## config.mk

```make
export PLATFORM = sky130hd
export DESIGN_NAME = posit_acc_ctrl
export DESIGN_NICKNAME = d
export VERILOG_FILES = /design/src/rtl/posit_acc_ctrl_pkg.sv /design/src/rtl/posit_acc_ctrl_pair_sel.sv /design/src/rtl/posit_acc_ctrl.sv
export SDC_FILE = /design/constraint.sdc
export NUM_CORES = 1
export LEC_CHECK = 0
export CORE_UTILIZATION = 52
export DETAILED_ROUTE_END_ITERATION = 10
export GPL_TIMING_DRIVEN = 0
export PLACE_DENSITY = 0.84
export SYNTH_ARGS = -nofsm -noshare
export SYNTH_HDL_FRONTEND = slang
export SYNTH_SLANG_ARGS = --single-unit
```

## constraint.sdc

```tcl
create_clock -name clk -period 5.7 [get_ports clk]
set_input_delay 1.71 -clock clk [delete_from_list [all_inputs] [get_ports clk]]
set_output_delay 1.71 -clock clk [all_outputs]
set_load 0.02 [all_outputs]
```

## src/rtl/posit_acc_ctrl_pkg.sv

```systemverilog
// Shared types and constants for the posit accumulator front-end.
// Package name: posit_defines
//   NBITS       posit width
//   POSIT_NAR   NaR bit pattern (sign bit only)
//   acc_state_t controller state encoding
package posit_defines;

  localparam int NBITS = 32;
  localparam logic [NBITS-1:0] POSIT_NAR = {1'b1, {(NBITS-1){1'b0}}};

  typedef enum logic [1:0] {
    FLUSH = 2'd0,
    ACCUM = 2'd1,
    DRAIN = 2'd2,
    OUT   = 2'd3
  } acc_state_t;

endpackage

```

## src/rtl/posit_acc_ctrl_pair_sel.sv

```systemverilog
// Combinational pairing of the three operand sources: the hold register H,
// a recirculated adder result R and a newly accepted input I.
// Ports:
//   h_valid_i/h_data_i  current hold register
//   r_valid_i/r_data_i  adder result available this cycle
//   i_valid_i/i_data_i  input accepted this cycle
//   issue_o             an operand pair goes to the adder
//   op_a_o/op_b_o       operand pair
//   h_valid_o/h_data_o  next hold register contents
module posit_acc_pair_sel
  import posit_defines::*;
(
  input  logic             h_valid_i,
  input  logic [NBITS-1:0] h_data_i,
  input  logic             r_valid_i,
  input  logic [NBITS-1:0] r_data_i,
  input  logic             i_valid_i,
  input  logic [NBITS-1:0] i_data_i,
  output logic             issue_o,
  output logic [NBITS-1:0] op_a_o,
  output logic [NBITS-1:0] op_b_o,
  output logic             h_valid_o,
  output logic [NBITS-1:0] h_data_o
);

  logic             one_valid;
  logic [NBITS-1:0] one_data;

  // When only one of R/I is present it behaves identically regardless of origin.
  assign one_valid = r_valid_i ^ i_valid_i;
  assign one_data  = r_valid_i ? r_data_i : i_data_i;

  always_comb begin
    issue_o   = 1'b0;
    op_a_o    = h_data_i;
    op_b_o    = one_data;
    h_valid_o = h_valid_i;
    h_data_o  = h_data_i;
    if (r_valid_i && i_valid_i) begin
      // H is left untouched so a pending partial sum keeps waiting for a partner.
      issue_o = 1'b1;
      op_a_o  = r_data_i;
      op_b_o  = i_data_i;
    end else if (one_valid) begin
      if (h_valid_i) begin
        issue_o   = 1'b1;
        h_valid_o = 1'b0;
      end else begin
        h_valid_o = 1'b1;
        h_data_o  = one_data;
      end
    end
  end

endmodule

```

## src/rtl/posit_acc_ctrl.sv

```systemverilog
// Streaming posit accumulator front-end. Accepts a last-tagged vector of posits,
// issues operand pairs to an external ADD_LAT-cycle adder and recirculates its
// results until a single value remains, then presents that value downstream.
// Ports:
//   clk, reset_n                        clock, async active-low reset
//   in_data/in_valid/in_last/in_ready   input vector stream
//   add_in1/add_in2/add_start           registered adder issue
//   add_result/add_inf/add_done         adder return
//   out_data/out_inf/out_valid/out_ready accumulated result
//   out_count                           elements in vector (only with POSIT_ACC_COUNT_EN)
// Build option: define POSIT_ACC_COUNT_EN to add the out_count port and counter.
//
// state | meaning
// FLUSH | ADD_LAT idle cycles letting stale adder results drain out
// ACCUM | accepting input, pairing inputs/results as they arrive
// DRAIN | last input taken, reducing in-flight results to one value
// OUT   | result presented, waiting for downstream handshake
module posit_acc_ctrl
  import posit_defines::*;
#(
  parameter int ADD_LAT = 4
) (
  input  logic             clk,
  input  logic             reset_n,
  input  logic [NBITS-1:0] in_data,
  input  logic             in_valid,
  input  logic             in_last,
  output logic             in_ready,
  output logic [NBITS-1:0] add_in1,
  output logic [NBITS-1:0] add_in2,
  output logic             add_start,
  input  logic [NBITS-1:0] add_result,
  input  logic             add_inf,
  input  logic             add_done,
  output logic [NBITS-1:0] out_data,
  output logic             out_inf,
  output logic             out_valid,
  input  logic             out_ready
`ifdef POSIT_ACC_COUNT_EN
  ,
  output logic [15:0]      out_count
`endif
);

  localparam int FCW = $clog2(ADD_LAT + 1);
  localparam int IFW = $clog2(ADD_LAT + 2);

  acc_state_t       state_q, state_d;
  logic [FCW-1:0]   flush_q, flush_d;
  logic [IFW-1:0]   in_flight_q, in_flight_d;
  logic             h_valid_q, h_valid_d;
  logic [NBITS-1:0] h_data_q, h_data_d;
  logic             add_start_q, add_start_d;
  logic [NBITS-1:0] add_in1_q, add_in1_d;
  logic [NBITS-1:0] add_in2_q, add_in2_d;
  logic             out_valid_q, out_valid_d;
  logic [NBITS-1:0] out_data_q, out_data_d;
  logic             inf_q, inf_d;
`ifdef POSIT_ACC_COUNT_EN
  logic [15:0]      cnt_q, cnt_d;
`endif

  logic             r_valid, i_valid;
  logic             sel_issue, sel_h_valid;
  logic [NBITS-1:0] sel_a, sel_b, sel_h_data;

  assign in_ready = (state_q == ACCUM);
  // Results arriving with nothing outstanding are leftovers from before a reset.
  assign r_valid  = add_done && (in_flight_q != '0);
  assign i_valid  = in_valid && in_ready;

  posit_acc_pair_sel u_pair_sel (
    .h_valid_i (h_valid_q),
    .h_data_i  (h_data_q),
    .r_valid_i (r_valid),
    .r_data_i  (add_result),
    .i_valid_i (i_valid),
    .i_data_i  (in_data),
    .issue_o   (sel_issue),
    .op_a_o    (sel_a),
    .op_b_o    (sel_b),
    .h_valid_o (sel_h_valid),
    .h_data_o  (sel_h_data)
  );

  always_comb begin
    state_d     = state_q;
    flush_d     = flush_q;
    in_flight_d = in_flight_q;
    // Outside ACCUM/DRAIN there are no sources, so the selector just returns H.
    h_valid_d   = sel_h_valid;
    h_data_d    = sel_h_data;
    add_start_d = sel_issue;
    add_in1_d   = add_in1_q;
    add_in2_d   = add_in2_q;
    out_valid_d = out_valid_q;
    out_data_d  = out_data_q;
    inf_d       = inf_q | (r_valid & add_inf) | (i_valid & (in_data == POSIT_NAR));
`ifdef POSIT_ACC_COUNT_EN
    cnt_d       = cnt_q;
    if (i_valid && (cnt_q != 16'hFFFF)) cnt_d = cnt_q + 16'd1;
`endif

    if (sel_issue) begin
      add_in1_d = sel_a;
      add_in2_d = sel_b;
    end

    if (sel_issue && !r_valid) begin
      in_flight_d = in_flight_q + 1'b1;
    end else if (!sel_issue && r_valid) begin
      in_flight_d = in_flight_q - 1'b1;
    end

    unique case (state_q)
      FLUSH: begin
        if (flush_q == FCW'(ADD_LAT - 1)) begin
          flush_d = '0;
          state_d = ACCUM;
        end else begin
          flush_d = flush_q + 1'b1;
        end
      end
      ACCUM: begin
        if (i_valid && in_last) state_d = DRAIN;
      end
      DRAIN: begin
        if ((in_flight_q == '0) && h_valid_q) begin
          out_data_d  = h_data_q;
          out_valid_d = 1'b1;
          state_d     = OUT;
        end
      end
      OUT: begin
        if (out_ready) begin
          out_valid_d = 1'b0;
          inf_d       = 1'b0;
          h_valid_d   = 1'b0;
`ifdef POSIT_ACC_COUNT_EN
          cnt_d       = 16'd0;
`endif
          state_d     = ACCUM;
        end
      end
      default: state_d = FLUSH;
    endcase
  end

  always_ff @(posedge clk or negedge reset_n) begin
    if (!reset_n) begin
      state_q     <= FLUSH;
      flush_q     <= '0;
      in_flight_q <= '0;
      h_valid_q   <= 1'b0;
      h_data_q    <= '0;
      add_start_q <= 1'b0;
      add_in1_q   <= '0;
      add_in2_q   <= '0;
      out_valid_q <= 1'b0;
      out_data_q  <= '0;
      inf_q       <= 1'b0;
`ifdef POSIT_ACC_COUNT_EN
      cnt_q       <= 16'd0;
`endif
    end else begin
      state_q     <= state_d;
      flush_q     <= flush_d;
      in_flight_q <= in_flight_d;
      h_valid_q   <= h_valid_d;
      h_data_q    <= h_data_d;
      add_start_q <= add_start_d;
      add_in1_q   <= add_in1_d;
      add_in2_q   <= add_in2_d;
      out_valid_q <= out_valid_d;
      out_data_q  <= out_data_d;
      inf_q       <= inf_d;
`ifdef POSIT_ACC_COUNT_EN
      cnt_q       <= cnt_d;
`endif
    end
  end

  assign add_start = add_start_q;
  assign add_in1   = add_in1_q;
  assign add_in2   = add_in2_q;
  assign out_valid = out_valid_q;
  assign out_data  = out_data_q;
  assign out_inf   = inf_q;
`ifdef POSIT_ACC_COUNT_EN
  assign out_count = cnt_q;
`endif

endmodule

```

==> flow_summary.yaml <==
final_layout:
  multi_input_area_sq_mm: 0.00255
  antennaDiodeCount: 0
  layout-drive-gt1-share: 0.0962
  fillers: 783
  layout_common_cells: "169 x clkdlybuf4s50_1, 140 x dfrtp_1, 97 x nor2_1, 70 x nand2_1, 66 x mux2i_1"
  final_nets: 857
  seq_area_sq_mm: 0.00350
  area_growth_pct: 40.1
  final_cell_area_sq_mm: 0.00877
  final_common_cell: "clkdlybuf4s50_1"
  final_util: 0.759
power_and_ir_drop:
  switching_share: 0.394
  power.switching_w: 0.00219
  power_density_mw_per_mm2: 632
  p_comb_frac: 0.467
  vdd_drop_max_mv: 0.343
  clkPwrFrac: 0.203
  p_int_w: 0.00336
  power_w: 0.00555
  pwr-share-seq: 0.330
  total_leakage_power_nw: 3.77
setup_path:
  endpoint_kind: "flip-flop"
  worstPathRequired_ns: 6.04
  r2r-end: "h_data_q[21]$_DFFE_PN0P_"
  r2r_cells: 10
  ff2ff_setup_slack_ns: 2.58
  cp.arrival_ns: 4.59
  critical_path_class: "in -> reg"
  reg2reg_from: "in_flight_q[0]$_DFFE_PN0P_"
  cp_max_fo: 11
  worst_setup_path_start_kind: "input pin"
clock_network:
  max-clock-path-buffers: 2
  cts.root.buffer_cell: "clkbuf_16"
  cts_tree: "yes"
  clkTransAtPathRegs_ns: 0.06
  cts.hold.buffers_added: 0
  clk_latency_ns: 0.42
  cts_resized: 0
  clkSinkCount: 140
  postCtsSetupRepairBufs: 0
  cts_htree_levels: 4
  numCtsBuffers: 17
global_routing:
  grt_first_pass_wirelength_microns: 30500
  grt_start_max_net_pins: 95
  grt.total_usage: 0.316
  grt_overflow: 0
  antenna_found_initial: 0
  grt_pass1_vias: 5744
route:
  wl_per_cell_microns: 20.0
  vias_per_cell: 5.84
  vias: 5451
  drc_errors: 17
  first_pass_iters: 8
  ant_nets: 0
  drt-initial-drc-count: 479
  drt-total-wl_microns: 18700
timing:
  max_freq_mhz: 235
  relSlewSlack: 0.563
  hold_viol_final: 0
  finClkSkew_ns: 0.00751
  rsz0062_at_grt: "false"
  final.period_utilization: 0.745
  setup_viol: 0
  tns_ns: 0
  min_period_ns: 4.25
  slew_violations: 0
  worst_slew_pin_slew_ns: 0.656
die:
  dieArea_sq_mm: 0.0125
  core_sq_mm: 0.0116
  initial_utilization: 0.541
  pin_count: 171
  die_y_microns: 112
  dieWidth_microns: 112
  rows: 39
synthesis:
  syn-num-nets: 667
  ys_seq_area_frac: 0.559
  synthArstFlopShare: 1.00
  synth_area_per_cell_sq_um: 10.7
  yosysUniqueCellTypes: 37
  yosys_warnings: 0
  syn-cell-area_sq_mm: 0.00626
  synth-main-ff-cell: "dfrtp_1"
  synthCells: 587
  synth_edf_count: 0
  ys_ff_latch: 140
min_path:
  min_from: "flush_q[0]$_DFFE_PN0N_"
  min_path_cells: 1
  hold_class: "reg -> reg"
  worst_hold_path.endpoint: "flush_q[0]$_DFFE_PN0N_"
status:
  status: "finished, violations left"
  violations: "design-rule violations"
placement:
  gp_congestion: 0.872
  port-buffer-count: 170
  dpl_cell_area_sq_mm: 0.00817
  dp_hpwl_microns: 13100
job:
  drv_cap: 0
==> Yosys cell counts (3+ instances only) <==
cell,instances,area share
a21oi_1,64,0.051
a31oi_1,32,0.032
buf_1,3,0.0018
buf_2,14,0.011
buf_6,3,0.0054
clkbuf_1,17,0.010
dfrtp_1,140,0.56
ha_1,7,0.014
inv_1,5,0.0030
mux2_1,12,0.022
mux2_2,22,0.040
mux2i_1,66,0.11
nand2_1,70,0.042
nand3_1,3,0.0024
nor2_1,97,0.058
nor4_1,7,0.0070
==> cell type report <==
cell class	count	share of cell area
clock buffers	21	0.0525
plain buffers	38	0.0212
repair buffers	171	0.197
multi-input cells	403	0.290
flip-flops and latches	140	0.399
clock inverters	11	0.0163
well taps	143	0.0204
inverters	6	0.00285
==> sequential cells by signal (all words and copies together) (netlist names) <==
| register | flops |
|---|---|
| out_data | 32 |
| out_valid | 1 |
| add_start | 1 |
| out_inf | 1 |
| flush_q | 3 |
| add_in2 | 32 |
| h_valid_q | 1 |
| state_q | 2 |
| h_data_q | 32 |
| add_in1 | 32 |
| in_flight_q | 3 |
==> stage by stage <==
| step | instances | hold slack, ns | worst slack (ns) |
|---|---|---|---|
| 2_1_floorplan | 587 | 0.457 | 2.00 |
| 3_3_place_gp | 900 | 0.466 | -2.42 |
| 3_5_place_dp | 901 | 0.481 | 1.07 |
| 4_1_cts | 933 | 0.493 | 1.47 |
| 5_1_grt | 933 | 0.502 | 1.24 |
| 6_report | 933 | 0.498 | 1.45 |
==> logic make-up after synthesis <==
logic type / Yosys count / share of synthesized area
buf+inv: 44 / 0.0338
flops: 140 / 0.559
mux: 100 / 0.167
xor+xnor: 3 / 0.00420
fa+ha+maj: 9 / 0.0204
simple gates: 188 / 0.124
compound gates: 103 / 0.0919
==> power by group through the flow <==
stage / registers (W) / logic (W) / clock network [W]
detailed placement: 0.00183 / 0.00256 / 0
CTS: 0.00182 / 0.00259 / 0.00113
global route: 0.00189 / 0.00277 / 0.00118
global placement: 0.00181 / 0.00247 / 0
floorplan: 0.00217 / 0.00104 / 0
finish: 0.00183 / 0.00259 / 0.00113
==> layer usage <==
layer,GRT usage,part of all wire
met1,0.425,0.41
met2,0.506,0.49
met3,0.0740,0.085
met4,0.110,0.016
met5,0,0
==> how the worst max path moves through the flow <==
stage                        start                         end  depth (start not counted)
after floorplan           add_done  in_flight_q[1]$_DFFE_PN0P_                          8
after global placement     reset_n     add_in1[24]$_DFFE_PN0N_                          1
after detailed placement  add_done     add_in2[28]$_DFFE_PN0N_                          8
after CTS                 add_done     add_in1[21]$_DFFE_PN0N_                          9
after global routing      add_done     add_in2[31]$_DFFE_PN0N_                          9
final                     add_done     add_in2[31]$_DFFE_PN0N_                          9
==> critical path, cell delays in order <==
cell             delay (ns)
clkdlybuf4s50_1        0.46
nor2b_1                0.12
buf_4                  0.18
clkbuf_1               0.50
fa_1                   0.42
clkbuf_1               0.40
clkbuf_1               0.54
nor2_1                 0.13
a21oi_1                0.14
Power figures use the tool's default switching activity.
